--- src/rtl/bit3_search_ctrl.sv ---
// Binary-search initiator for a 3-bit magnitude comparator: drives the guess on
// b2..b0, reads gt/eq/lt, and reports the identified value with error detection.
module bit3_search_ctrl #(
  parameter int SETTLE = 0
) (
  input  logic       clk,
  input  logic       rst_n,
  input  logic       start,
  input  logic       gt,
  input  logic       eq,
  input  logic       lt,
  output logic       g2,
  output logic       g1,
  output logic       g0,
  output logic       busy,
  output logic       done,
  output logic       r2,
  output logic       r1,
  output logic       r0,
  output logic       err,
  output logic [2:0] steps
);

  localparam logic [1:0] IDLE  = 2'd0;
  localparam logic [1:0] PROBE = 2'd1;
  localparam logic [1:0] DONE  = 2'd2;

  localparam int CW = (SETTLE > 0) ? $clog2(SETTLE + 1) : 1;

  logic [1:0]    state;
  logic [2:0]    lo, hi, guess, res;
  logic [CW-1:0] cnt;
  logic          busy_q, err_q;
  logic [2:0]    steps_q;

  logic [2:0] lo_n, hi_n, guess_n;
  logic       hit, fail, last_cycle;

  assign last_cycle = (cnt == CW'(SETTLE));

  // Outcome of the current probe and the bounds it would leave behind.
  always_comb begin
    // NOTE: every always_comb output gets a default first so no path can infer a latch.
    lo_n = lo;
    hi_n = hi;
    hit  = 1'b0;
    fail = 1'b0;
    unique case ({gt, eq, lt})
      3'b010: hit = 1'b1;
      3'b100: if (guess == 3'd7) fail = 1'b1; else lo_n = guess + 3'd1;
      3'b001: if (guess == 3'd0) fail = 1'b1; else hi_n = guess - 3'd1;
      default: fail = 1'b1;
    endcase
    // Crossed bounds mean the unknown moved while we were searching.
    if (!hit && !fail && (lo_n > hi_n)) fail = 1'b1;
    guess_n = 3'(({1'b0, lo_n} + {1'b0, hi_n}) >> 1);
  end

  // NOTE: sequential state uses non-blocking assignments only, so every register
  // samples the pre-edge values regardless of statement order.
  always_ff @(posedge clk or negedge rst_n) begin
    if (!rst_n) begin
      state   <= IDLE;
      lo      <= 3'd0;
      hi      <= 3'd7;
      guess   <= 3'd0;
      res     <= 3'd0;
      cnt     <= '0;
      busy_q  <= 1'b0;
      err_q   <= 1'b0;
      steps_q <= 3'd0;
    end else begin
      unique case (state)
        IDLE: begin
          if (start) begin
            lo      <= 3'd0;
            hi      <= 3'd7;
            guess   <= 3'd3;
            cnt     <= '0;
            steps_q <= 3'd0;
            err_q   <= 1'b0;
            busy_q  <= 1'b1;
            state   <= PROBE;
          end
        end
        PROBE: begin
          if (last_cycle) begin
            steps_q <= steps_q + 3'd1;
            if (hit || fail) begin
              res    <= guess;
              err_q  <= fail;
              busy_q <= 1'b0;
              state  <= DONE;
            end else begin
              lo    <= lo_n;
              hi    <= hi_n;
              guess <= guess_n;
              cnt   <= '0;
            end
          end else begin
            cnt <= cnt + CW'(1);
          end
        end
        DONE:    state <= IDLE;
        default: state <= IDLE;
      endcase
    end
  end

  assign {g2, g1, g0} = guess;
  assign {r2, r1, r0} = res;
  assign busy  = busy_q;
  assign done  = (state == DONE);
  assign err   = err_q;
  assign steps = steps_q;

endmodule

--- config.mk ---
export PLATFORM = sky130hd
export DESIGN_NAME = bit3_search_ctrl
export DESIGN_NICKNAME = d
export VERILOG_FILES = /design/src/rtl/bit3_search_ctrl.sv
export SDC_FILE = /design/constraint.sdc
export NUM_CORES = 1
export LEC_CHECK = 0
export ABC_AREA = 1
export CORE_ASPECT_RATIO = 1.2
export CORE_MARGIN = 8
export CORE_UTILIZATION = 55
export DETAILED_ROUTE_END_ITERATION = 6
export PLACE_DENSITY = 0.81
export SYNTH_ARGS = -nofsm -noshare
export SYNTH_HDL_FRONTEND = slang
export SYNTH_SLANG_ARGS = --single-unit
--- constraint.sdc ---
create_clock -name clk -period 4 [get_ports clk]
set_input_delay 0.4 -clock clk [delete_from_list [all_inputs] [get_ports clk]]
set_output_delay 0.4 -clock clk [all_outputs]
set_load 0.01 [all_outputs]
==> flow_summary.ini <==
[yosys]
ys_ff_latch = 19
yosysWarnings = 0
synth_nets = 175
synth_area_um2 = 1220
syn_avg_cell_area_um2 = 7.76
synthCells = 157
ys_types = 24
yosysSeqAreaShare_pct = 39.3

[drt]
finalWirelength_um = 2710
ant_nets = 0
vias = 1039
drt-initial-drc-count = 28
viasPerCell = 5.07
routedWlPerCell_um = 13.2
drc = 0
dr.pass1.iters = 5

[die]
die_area_um2 = 3980
start_util_pct = 58.8
coreArea_um2 = 2070
placementRows = 18
die_h_um = 67.6
boundaryPins = 18
fp.dieW_um = 59.0

[final_layout]
final_area_um2 = 1430
area_growth_syn_to_layout_pct = 17.0
final_nets = 194
layout_common_cells = 51 x nand2_1, 22 x inv_1, 17 x clkdlybuf4s50_1
antenna_cells = 0
drive_above_1_share_pct = 7.43
finalNonFillerCells = 205
final_common_cell = nand2_1
n_fill_cell = 190

[clocking]
ctsResizeCount = 0
clock-root-buffer = clkbuf_4
clk_latency_ns = 0.30
h-tree-depth = 1
clock_tree.buffer_depth = 2
cts_setup_buffers = 0
cts_buffers = 3
cts_tree = done
holdBufCountCts = 0
clkSinkCount = 19
clkTransAtPathRegs_ns = 0.11

[pwr]
vdd_ir_drop_max_uv = 687
p_switching_mw = 0.439
comb_power_share_pct = 55.9
seq_power_share_pct = 34.3
power_frac_clock_pct = 9.8
p_per_area_nw_per_um2 = 692
p_int_mw = 0.548
swShare_pct = 44.5
power.leakage_nw = 0.788
finalPower_mw = 0.987

[worst_setup_path]
cp_max_fo = 12
critPathRequiredTime_ns = 4.24
path_class = primary input to flop
start_kind = primary input
crit_arrival_ns = 3.22
endpoint_kind = flop

[sta]
tns_ns = 0
max_freq_mhz = 335
rsz0062_at_grt = false
max_slew_margin_pct = 44.9
setup_slack_ns = 1.02
maxSlewViolCount = 0
post-route-period-util_pct = 74.5
worst_clock_skew_ns = 0.00483
setup_viol = 0
tightest_slew_ns = 0.823
finalCriticalPeriod_ns = 2.98
final-hold-violation-count = 0

[min_path]
min_path_type = flop to flop

[global_route]
antenna_found_initial = 0
grt_pass1_vias = 1091
use_met1_pct = 14.9
grt_usage_pct = 14.7
grt.busiest_layer = met2
overflow = 0
grt_util_met3_pct = 3.99
grt_use_met2_pct = 28.6
grt_pass1_wl_um = 4580
grt_max_degree = 20

[outcome]
outcome = finished, final reports clean

[placement]
dpl.cell_count = 201
gp_congestion = 0.858
placed_area_um2 = 1400
dpl.hpwl_um = 2190
post-place-ws_ns = 0.738
io_buffer_count = 17

[run]
cap_viol_max_count = 0
critical path: stages:
cell	delay, ns
clkdlybuf4s50_1	0.46
nor2_1	0.17
nand2_1	0.09
nor2_1	0.15
inv_1	0.10
o21ai_0	0.32
ha_1	0.32
inv_1	0.11
nand3_1	0.08
nand2_1	0.07
inv_1	0.04
nand2_1	0.10
nand4_2	0.34
nand2_1	0.29
nand2_1	0.10
nand2_1	0.07
cell families after synthesis:
group	synth area share [%]
flip-flops	39.3
AND/OR/NAND/NOR	30.4
buffers and inverters	8.93
AO/OA/AOI/OAI	6.88
adder cells (fa/ha/maj)	12.3
XOR/XNOR	2.16
synthesized netlist by cell type (all sizes together):
master   n  area (µm²)
nand2   52         203
inv     22        82.6
dfrtp   16         400
nand3   14        75.1
ha      12         150
nor2    11        46.3
o21ai    8        40.0
a21oi    4        20.0
buf      3        26.3
dfstp    3        78.8
or2      3        18.8
nand3b   2        15.0
xnor2    2        17.5
a22o     1        8.76
nand4    1        12.5
o21a     1        7.51
o21bai   1        7.51
xor2     1        8.76
power by group through the flow:
stage | registers (mW) | clock network [mW] | logic, mW
CTS | 0.337 | 0.0991 | 0.558
global route | 0.349 | 0.108 | 0.621
floorplan | 0.349 | 0 | 0.341
detailed placement | 0.341 | 0 | 0.554
finish | 0.338 | 0.0972 | 0.552
global placement | 0.337 | 0 | 0.531
worst paths after layout:
| path | startpoint | end | slack, ns | cells past startpoint |
|---|---|---|---|---|
| max | eq | hi[1] | 1.02 | 16 |
| min | busy | busy | 0.48 | 2 |
| max reg2reg | guess[0] | hi[1] | 1.05 | 16 |
| min reg2reg | busy | busy | 0.48 | 2 |
| max in group asynchronous | rst_n | steps[2] | 2.92 | 1 |
| min in group asynchronous | rst_n | res[0] | 0.57 | 1 |
state kept, by name (all words and copies together) (netlist names):
name,count
guess,3
hi,3
lo,3
res,3
steps,3
state,2
busy,1
err,1
layer usage:
metal  share of wire (%)  vias to the layer above
met5                   0                        -
met3                 4.6                        4
met4                0.63                        0
met1                  41                      482
li1                    -                      528
met2                  54                       25
layout make-up:
cell class              count  area, µm²  share of cell area (%)
repair buffers             17        170                    11.9
inverters                  22       82.6                    5.79
clock buffers               4       26.3                    1.84
flip-flops and latches     19        479                    33.6
well taps                  30       37.5                    2.63
multi-input cells         113        631                    44.2
metrics by stage:
stage | hold WS [ns] | util, %
after detailed placement | 0.459 | 67.6
after CTS | 0.486 | 68.8
after global placement | 0.456 | 67.6
after global routing | 0.521 | 68.8
after floorplan | 0.104 | -
final | 0.483 | 68.8
No activity file was read; power rests on OpenSTA's default activity.
